### src/rtl/mul8_eval_pkg.sv
// Shared definitions for the 8x8 multiplier evaluation blocks.
//   OP_W / PROD_W       : operand and product widths of the multiplier under test
//   CNT_W_DEF / SUM_W_DEF: default counter and error-accumulator widths
//   state_t             : control states of the error monitor
package mul8_eval_pkg;

    localparam int unsigned OP_W      = 8;
    localparam int unsigned PROD_W    = 16;
    localparam int unsigned CNT_W_DEF = 17;
    localparam int unsigned SUM_W_DEF = 32;

    typedef enum logic [1:0] {
        ST_IDLE,
        ST_RUN,
        ST_DRAIN,
        ST_DONE
    } state_t;

endpackage

### src/rtl/mul8_exact.sv
// Combinational exact 8x8 unsigned multiplier; golden reference for
// approximate-multiplier evaluation.
//   a, b : OP_W-bit unsigned operands
//   p    : PROD_W-bit exact product a*b
module mul8_exact
    import mul8_eval_pkg::*;
(
    input  logic [OP_W-1:0]   a,
    input  logic [OP_W-1:0]   b,
    output logic [PROD_W-1:0] p
);

    assign p = PROD_W'(a) * PROD_W'(b);

endmodule

### src/rtl/mul8_err_monitor.sv
// Streaming error-metrics accumulator for an 8x8 approximate multiplier.
// Accumulates absolute-error sum (saturating), worst-case error, error count
// and sample count over a run of num_samples beats.
//   clk, rst            : clock, synchronous active-high reset
//   start, num_samples  : run launch (honoured only when idle) and run length
//   in_valid/in_ready   : beat handshake; ready only while running
//   in_a, in_b, in_p    : operands and approximate product
//   busy, done          : run in progress / one-cycle completion pulse
//   err_sum, err_max, err_cnt, smp_cnt : accumulated results
module mul8_err_monitor
    import mul8_eval_pkg::*;
#(
    parameter int unsigned CNT_W = CNT_W_DEF,
    parameter int unsigned SUM_W = SUM_W_DEF
) (
    input  logic              clk,
    input  logic              rst,
    input  logic              start,
    input  logic [CNT_W-1:0]  num_samples,
    input  logic              in_valid,
    output logic              in_ready,
    input  logic [OP_W-1:0]   in_a,
    input  logic [OP_W-1:0]   in_b,
    input  logic [PROD_W-1:0] in_p,
    output logic              busy,
    output logic              done,
    output logic [SUM_W-1:0]  err_sum,
    output logic [PROD_W-1:0] err_max,
    output logic [CNT_W-1:0]  err_cnt,
    output logic [CNT_W-1:0]  smp_cnt
);

    // Wide enough to hold err_sum + d without losing the carry for any SUM_W.
    localparam int unsigned ACC_W = ((SUM_W > PROD_W) ? SUM_W : PROD_W) + 1;

    state_t             state, state_next;
    logic [CNT_W-1:0]   remaining;
    logic               accept;
    logic               start_ok;

    logic [PROD_W-1:0]  exact;
    logic               s1_valid;
    logic [PROD_W-1:0]  s1_exact;
    logic [PROD_W-1:0]  s1_p;

    logic [PROD_W-1:0]  d;
    logic [ACC_W-1:0]   sum_wide;
    logic [SUM_W-1:0]   sum_next;

    assign start_ok = (state == ST_IDLE) && start;
    assign accept   = in_valid && in_ready;

    // ---------------- FSM: state register ----------------
    always_ff @(posedge clk) begin
        if (rst) state <= ST_IDLE;
        else     state <= state_next;
    end

    // ---------------- FSM: next state ----------------
    // A zero-length run still passes through DRAIN so done appears two
    // cycles after start, with the (empty) pipeline trivially retired.
    always_comb begin
        state_next = state;
        unique case (state)
            ST_IDLE:  if (start) state_next = (num_samples == '0) ? ST_DRAIN : ST_RUN;
            ST_RUN:   if (accept && remaining == CNT_W'(1)) state_next = ST_DRAIN;
            ST_DRAIN: state_next = ST_DONE;
            ST_DONE:  state_next = ST_IDLE;
            default:  state_next = ST_IDLE;
        endcase
    end

    // ---------------- FSM: outputs ----------------
    always_comb begin
        in_ready = (state == ST_RUN);
        busy     = (state != ST_IDLE);
        done     = (state == ST_DONE);
    end

    // ---------------- remaining-beat counter ----------------
    always_ff @(posedge clk) begin
        if (rst)           remaining <= '0;
        else if (start_ok) remaining <= num_samples;
        else if (accept)   remaining <= remaining - CNT_W'(1);
    end

    // ---------------- S1: exact product ----------------
    mul8_exact u_exact (
        .a (in_a),
        .b (in_b),
        .p (exact)
    );

    always_ff @(posedge clk) begin
        if (rst) begin
            s1_valid <= 1'b0;
            s1_exact <= '0;
            s1_p     <= '0;
        end else begin
            s1_valid <= accept;
            if (accept) begin
                s1_exact <= exact;
                s1_p     <= in_p;
            end
        end
    end

    // ---------------- S2: error and accumulation ----------------
    always_comb begin
        d        = (s1_exact >= s1_p) ? (s1_exact - s1_p) : (s1_p - s1_exact);
        sum_wide = ACC_W'(err_sum) + ACC_W'(d);
        sum_next = (sum_wide > ACC_W'({SUM_W{1'b1}})) ? '1 : sum_wide[SUM_W-1:0];
    end

    always_ff @(posedge clk) begin
        if (rst || start_ok) begin
            err_sum <= '0;
            err_max <= '0;
            err_cnt <= '0;
            smp_cnt <= '0;
        end else if (s1_valid) begin
            err_sum <= sum_next;
            if (d > err_max) err_max <= d;
            if (d != '0)     err_cnt <= err_cnt + CNT_W'(1);
            smp_cnt <= smp_cnt + CNT_W'(1);
        end
    end

endmodule

### config.mk
export PLATFORM = sky130hd
export DESIGN_NAME = mul8_err_monitor
export DESIGN_NICKNAME = d
export VERILOG_FILES = /design/src/rtl/mul8_eval_pkg.sv /design/src/rtl/mul8_exact.sv /design/src/rtl/mul8_err_monitor.sv
export SDC_FILE = /design/constraint.sdc
export NUM_CORES = 1
export LEC_CHECK = 0
export BUFFER_PORTS_ARGS = -buffer_cell sky130_fd_sc_hd__buf_2
export CELL_PAD_IN_SITES_DETAIL_PLACEMENT = 1
export CELL_PAD_IN_SITES_GLOBAL_PLACEMENT = 2
export CORE_MARGIN = 5
export CORE_UTILIZATION = 35
export DETAILED_ROUTE_END_ITERATION = 7
export GPL_TIMING_DRIVEN = 0
export HOLD_SLACK_MARGIN = 0.06
export PLACE_DENSITY_LB_ADDON = 0.05
export REMOVE_ABC_BUFFERS = 1
export SYNTH_ARGS = -nofsm -noshare
export SYNTH_HDL_FRONTEND = slang
export SYNTH_SLANG_ARGS = --single-unit
### constraint.sdc
create_clock -name clk -period 6.66 [get_ports clk]
set_input_delay 1.332 -clock clk [delete_from_list [all_inputs] [get_ports clk]]
set_output_delay 1.332 -clock clk [all_outputs]
set_load 0.005 [all_outputs]
==> results.md, run 1 <==
* Leak at around 5.3 nW
* Clock slew seen by the registers of the worst setup and hold paths at around 0.06 ns
* EDFF count, synth at 0
* Total track usage at ~17%
* Main synth FF type: dfxtp_1
* Number of buffers inserted to repair setup after CTS at 0
* Unrepaired setup endpoints after global routing: no
* H-tree lvl count at 4
* Placed instance count at 1759
* Total negative slack at 0 ns
* Number of buffers created by CTS at 17
* Estimated wirelength of the detail-placed design at 22.4 mm
* Delay of the slowest critical-path stage at 0.64 ns
* Slowest CP cell: o41ai_1
* Tightest Pin Transition at 1.16 ns
* Power per Cell Area at between 400 and 500 nW/µm²
* Grt ovf at 0
* Final hold violation count at 0
* Count of mapped cells out of synthesis at between 1000 and 1500
* Worst EP required at 6.94 ns
* Post-Place Worst Slack at roughly 0.31 ns
* Unique masters post-synth at ~70
* Average via count per standard cell at ~5.1
* Hold buffer count at cts at 0
* Via count of the first global-routing pass at ~9600
* Final layout net count at approximately 1600
* Largest area contributor in the synthesized netlist: dfxtp_1
* Die height at around 180 µm
* Area fraction of the dominant cell type after synthesis at roughly 25%
* Fin. max-slew vios at 0
* Category of the worst setup path capture point: flip-flop
* Total die area at ~34000 µm²
* Maximum clock frequency at approximately 170 MHz
* Post-Synthesis Mean Instance Area at 8.18 µm²
* Width of the die at between 150 and 200 µm
* Part of the Yosys area used for sequential elements at approximately a quarter
* Ports placed on the boundary at 138
* Syn. warnings at 0
* Cell-by-cell listing of the critical path: inv_1 -> ha_1 -> a211oi_1 -> o21ai_0 -> a22oi_1 -> nand2_1 -> o31ai_1 -> xnor2_1 -> ha_1 -> o21a_1 -> nor2_1 -> nor2b_1 -> nand2b_1 -> o221ai_1 -> o41ai_1 -> o41ai_2 -> nand2b_1 -> nor3_1 -> a311oi_1
* Commonest cells after routing, fill and taps aside: buf_2 (137), dfxtp_1 (133), nand2_1 (131)
* Maximum number of buffers from clock root to sink at 2
* Detail Route Antenna Nets at 0
* Maximum number of pins on one net before global-route repair at between 50 and 60
* Relative slew slack at between 20 and 25%
* Diodes inserted at 0
* Post-layout worst setup margin at between 0.6 and 0.7 ns
* Routed Wire Length at 28.7 mm
* CTS Root Cell: clkbuf_16
* Post-synthesis instance area at about 11000 µm²
* Core area at 29600 µm²
* Count of routing violations after the opening detailed-route iteration at approximately 270
* Top fanout value on the critical path at 11
* Final Non-Filler Cells at between 1500 and 2000
* Shortest clock period the worst path allows after layout at ~6.0 ns
* Type of the setup path with the least slack: flip-flop to flip-flop
* Number of I/O port buffers at around 140
* Min-delay worst type: flip-flop to flip-flop
* Max-cap violations at 0
* Final worst clock skew at approximately 0.014 ns
* Leading cell type in the layout, fill and taps excluded: buf_2
* Fraction of registers with async set or reset after synthesis at 0%
* Starting utilization of the core area at a little over a third
* Layout overhead on the synthesized area at 14.6%
* Setup crit start kind: flip-flop
* CP Data Arrival Time at around 6.3 ns
* Family of cells with the greatest summed delay on the critical path: compound AO/OA/AOI/OAI gates
* CTS tree: done
* Number of gates resized after CTS at 0
* CTS sink count at 134
* Number of iterations in the first detailed-routing pass at 4
* Final Setup Violations at 0
* Layout cells sized above 1 at 13.8%
* Largest cells by area after synthesis: dfxtp_1 (25%), ha_1 (13%), fa_1 (7.4%)
* Max rail drop VDD at approximately 0.28 mV
* Post-detailed-route DRC marker count at 0
* Buffers plus inverters on the worst setup path at 1
* Routed length per placed instance at between 15 and 20 µm
* Part of the cycle the worst path needs at about 90%
* Placement Rows at 63
* Insertion delay of the later-clocked pin in the worst-skew pair at between 0.4 and 0.5 ns
* Result of the run: finished, final reports clean
* Routability Congestion at between 0.8 and 0.9
* Routed via count at between 9000 and 10000
* Number of antenna violations at the first check in global routing at 0
* Total chip power at approximately 6 mW
* Flop and latch count out of synthesis at 134
* Wire length of the first global-routing pass at 48.3 mm
layout make-up:
class                      count  area [µm²]
clock buffer                  17         425
clock inverter                14         174
fill                        3649       17600
inverter                     123         462
multi-input combinational    972        7090
sequential                   134        2680
tap                          390         488
timing repair buffer         140         748
final timing paths:
path / to / slack, ns / cells after the start / startpoint
setup / recovery: err_sum[29] / 0.61 / 19 / s1_exact[11]
hold / removal: s1_exact[6] / 0.48 / 2 / s1_exact[6]
setup reg to reg: err_sum[29] / 0.61 / 19 / s1_exact[11]
hold reg to reg: s1_exact[6] / 0.48 / 2 / s1_exact[6]
synth_stat cells, drive strengths merged (20+ instances only):
library cell / n
nand3: 29
a21oi: 92
xor2: 21
ha: 109
inv: 123
mux2i: 31
and2: 45
nor3: 28
dfxtp: 134
and3: 20
clkbuf: 39
a211oi: 27
nor2: 100
o21ai: 51
nand2: 132
xnor2: 40
fa: 39
layer usage:
layer / GRT usage [%] / vias up / wire length (µm)
li1: - / 4662 / -
met1: 22.3 / 4436 / 13700
met2: 30.5 / 101 / 13900
met4: 3.78 / 0 / 311
met3: 2.37 / 19 / 735
met5: 0 / - / 0
power breakdown:
| part | switching [mW] | internal, mW | leakage, nW |
|---|---|---|---|
| sequential | 0.0950 | 0.899 | 1.09 |
| combinational | 2.36 | 1.68 | 3.88 |
| clock | 0.393 | 0.592 | 0.288 |
sequential cells by signal, summed over array words and instances, names as in the netlist:
name and flops:
err_sum 32, remaining 17, s1_exact 16, state 2, smp_cnt 17, s1_p 16, err_max 16, s1_valid 1
err_cnt 17
cell families (layout without fill, tap and decap cells):
family	count (synthesis)	after routing	synth area share, %
fa+ha+maj	148	148	20.4
flops	134	134	25.5
compound gates	294	294	17.9
mux	32	32	3.17
buf+inv	182	294	7.53
simple gates	437	437	20.4
xor+xnor	61	61	5.15
stage by stage:
stage / hold WS, ns / util, % / cell area [µm²]
6_report: 0.476 / 40.7 / 12100
5_1_grt: 0.502 / 40.7 / 12100
4_1_cts: 0.481 / 40.7 / 12100
3_5_place_dp: 0.455 / 38.7 / 11500
3_3_place_gp: 0.453 / 38.4 / 11400
2_1_floorplan: 0.430 / - / 10200
tightest hold or removal path, delay by kind of cell (launching register included):
| kind | cells | cell delay, ns |
|---|---|---|
| and+or+nand+nor | 1 | 0.06 |
| AOI/OAI and AO/OA | 1 | 0.05 |
| DFF | 1 | 0.32 |
Note: power is estimated with default switching activity, not from simulation.
==> run 2: changes to the inputs <==
- SYNTH_HIERARCHICAL: default -> 1
==> run 2 against run 1 <==
Effect of this change:
- hold slack lost 0.0082 ns
- sequential share of layout area is 0.22 points lower
- total power grew 10%
- wire length rose by 1.4%
- critical path type unchanged
- largest power group unchanged
- fmax is 6.8% higher
- largest cell class unchanged
- global-route usage rose by 0.097 points
==> results.md, run 2 <==
* Top reg by flops: err_sum
* Part of the cycle the worst path needs at 85.1%
* Largest area contributor in the synthesized netlist: dfxtp_1
* Total negative slack at 0 ns
* Max rail drop VDD at ~0.29 mV
* Total die area at roughly 34000 µm²
* Number of buffers inserted to repair setup after CTS at 0
* Clock slew seen by the registers of the worst setup and hold paths at about 0.060 ns
* Count of mapped cells out of synthesis at ~1300
* Syn. warnings at 6
* H-tree lvl count at 4
* Ports placed on the boundary at 138
* CTS tree: done
* Post-synthesis instance area at roughly 11000 µm²
* Final layout net count at about 1600
* Estimated wirelength of the detail-placed design at approximately 23 mm
* Leading cell type in the layout, fill and taps excluded: nand2_1
* EDFF count, synth at 0
* Maximum number of pins on one net before global-route repair at 65
* Number of iterations in the first detailed-routing pass at 6
* Layout cells sized above 1 at 14.6%
* Average via count per standard cell at 5.18
* Category of the worst setup path capture point: flip-flop
* Number of gates resized after CTS at 0
* Wire length of the first global-routing pass at 48.7 mm
* Power per Cell Area at about 540 nW/µm²
* Cell area after layout at around 12000 µm²
* Cell-by-cell listing of the critical path: inv_1 -> ha_1 -> a21o_1 -> a31o_1 -> a31o_1 -> a21oi_4 -> nand2_1 -> a21oi_1 -> ha_1 -> a21o_1 -> a21oi_1 -> o21bai_1 -> a31o_2 -> a2111o_1 -> nand3_1 -> a31oi_1 -> and3_1 -> and2_1 -> a211oi_1
* Slowest CP cell: a21oi_1
* Final Setup Violations at 0
* Maximum number of buffers from clock root to sink at 2
* Tightest Pin Transition at 1.25 ns
* Result of the run: finished, final reports clean
* Dpl cell area at roughly 12000 µm²
* Setup crit start kind: flip-flop
* Top fanout value on the critical path at 16
* Crit Reg-Reg Endpoint: err_sum[27]
* Grt ovf at 0
* Post-detailed-route DRC marker count at 0
* Width of the die at roughly 180 µm
* Detail Route Antenna Nets at 0
* Unique masters post-synth at 85
* Maximum clock frequency at between 150 and 200 MHz
* Unrepaired setup endpoints after global routing: no
* Fraction of registers with async set or reset after synthesis at 0%
* Routability Congestion at around 0.8
* Total track usage at ~17%
* CTS Root Cell: clkbuf_16
* Routed Wire Length at between 20 and 30 mm
* Fin. max-slew vios at 0
* Max-cap violations at 0
* Final Non-Filler Cells at ~1800
* Relative slew slack at between 10% and 20%
* Main synth FF type: dfxtp_1
* Number of buffers created by CTS at 17
* Instance count on the critical path at 19
* Flop and latch count out of synthesis at between 100 and 150
* Largest cells by area after synthesis: dfxtp_1 (25%), ha_1 (13%), fa_1 (7.3%)
* Critical path destination: err_sum[27]
* Startpoint of the most critical setup path: s1_exact[12]
* Starting utilization of the core area at 35.7%
* Diodes inserted at 0
* Most numerous cell types in the synthesized netlist: nand2_1 (142), dfxtp_1 (134), inv_1 (123)
* Placed instance count at 1791
* Routed via count at 9437
* Post-Place Worst Slack at 0.932 ns
* CP Data Arrival Time at roughly 6 ns
* Die height at roughly 180 µm
* Number of antenna violations at the first check in global routing at 0
* Commonest cells after routing, fill and taps aside: nand2_1 (142), buf_2 (137), dfxtp_1 (133)
* Via count of the first global-routing pass at 9607
* Final hold violation count at 0
* Buffers plus inverters on the worst setup path at 1
* Routed length per placed instance at approximately 16 µm
* Worst EP required at between 6 and 7 ns
* Family of cells with the greatest summed delay on the critical path: compound AO/OA/AOI/OAI gates
* Post-Synthesis Mean Instance Area at around 8 µm²
* R2R Path Start: s1_exact[12]
* Core area at 29800 µm²
* CTS sink count at ~130
* Post-layout worst setup margin at between 0.9 and 1 ns
* Number of I/O port buffers at ~140
* Min-delay worst type: flip-flop to flip-flop
* Final worst clock skew at roughly 0.015 ns
* Path depth of the worst reg2reg path at 19
* R2R Setup Slk at between 0.9 and 1 ns
* Leak at approximately 5.4 nW
* Count of routing violations after the opening detailed-route iteration at ~260
* Placement Rows at 63
* Hold buffer count at cts at 0
* Layout overhead on the synthesized area at 14.7%
* Delay of the slowest critical-path stage at 0.53 ns
* Top-count cell post-synth: nand2_1
* Area fraction of the dominant cell type after synthesis at between 20% and 30%
* Type of the setup path with the least slack: flip-flop to flip-flop
* Shortest clock period the worst path allows after layout at 5.66 ns
* Flip-flop count of the largest register after layout at 32
* Insertion delay of the later-clocked pin in the worst-skew pair at 0.43 ns
* Part of the Yosys area used for sequential elements at about a quarter
==> run 2: how the worst min path moves through the flow <==
stage / startpoint / endpoint / depth (start not counted)
after floorplan: s1_p[15] / s1_p[15] / 2
after global placement: s1_p[15] / s1_p[15] / 2
after detailed placement: s1_exact[15] / s1_exact[15] / 2
after CTS: s1_exact[15] / s1_exact[15] / 2
after global routing: s1_p[12] / s1_p[12] / 2
final: s1_exact[15] / s1_exact[15] / 2
==> run 2: power breakdown <==
group | internal, mW | leakage [nW] | total [mW] | switching [mW]
registers | 0.897 | 1.09 | 0.994 | 0.0970
logic | 1.86 | 4.03 | 4.68 | 2.83
clock network | 0.565 | 0.285 | 0.962 | 0.397
==> run 2: area by class of cell <==
cell class,instances,area [µm²]
tap,390,488
multi-input combinational,1004,7250
clock inverter,14,149
sequential,134,2680
clock buffer,18,439
inverter,123,462
timing repair buffer,140,719
fill,3678,17600
==> run 2: per-stage QoR <==
step	utilization, %	power (mW)	hold WS, ns
4_1_cts	40.9	6.75	0.472
3_5_place_dp	38.9	5.75	0.462
3_3_place_gp	38.8	5.66	0.449
6_report	40.9	6.64	0.468
5_1_grt	40.9	7.37	0.499
2_1_floorplan	-	4.54	0.430
==> run 2: cell families after synthesis <==
kind of cell	after synthesis	synth area share, %
AO/OA/AOI/OAI	337	20.7
XOR/XNOR	51	4.35
adder cells (fa/ha/maj)	148	20.2
buffers and inverters	172	6.64
flip-flops	134	25.3
multiplexers	10	0.942
AND/OR/NAND/NOR	458	22.0
==> run 2: routing by layer <==
| metal | GRT usage, % | vias up | wire, µm |
|---|---|---|---|
| met3 | 2.92 | 16 | 863 |
| li1 | - | 4812 | - |
| met4 | 3.58 | 0 | 238 |
| met5 | 0 | - | 0 |
| met2 | 30.3 | 110 | 14000 |
| met1 | 22.5 | 4499 | 13900 |
==> run 2: worst reg2reg max path: stages, from the launching register on <==
cell and delay [ns]:
dfxtp_1 0.36, inv_1 0.06, ha_1 0.41, a21o_1 0.25, a31o_1 0.22, a31o_1 0.27
a21oi_4 0.43, nand2_1 0.34, a21oi_1 0.53, ha_1 0.33, a21o_1 0.15, a21oi_1 0.25
o21bai_1 0.15, a31o_2 0.28, a2111o_1 0.44, nand3_1 0.11, a31oi_1 0.15, and3_1 0.31
and2_1 0.26, a211oi_1 0.26
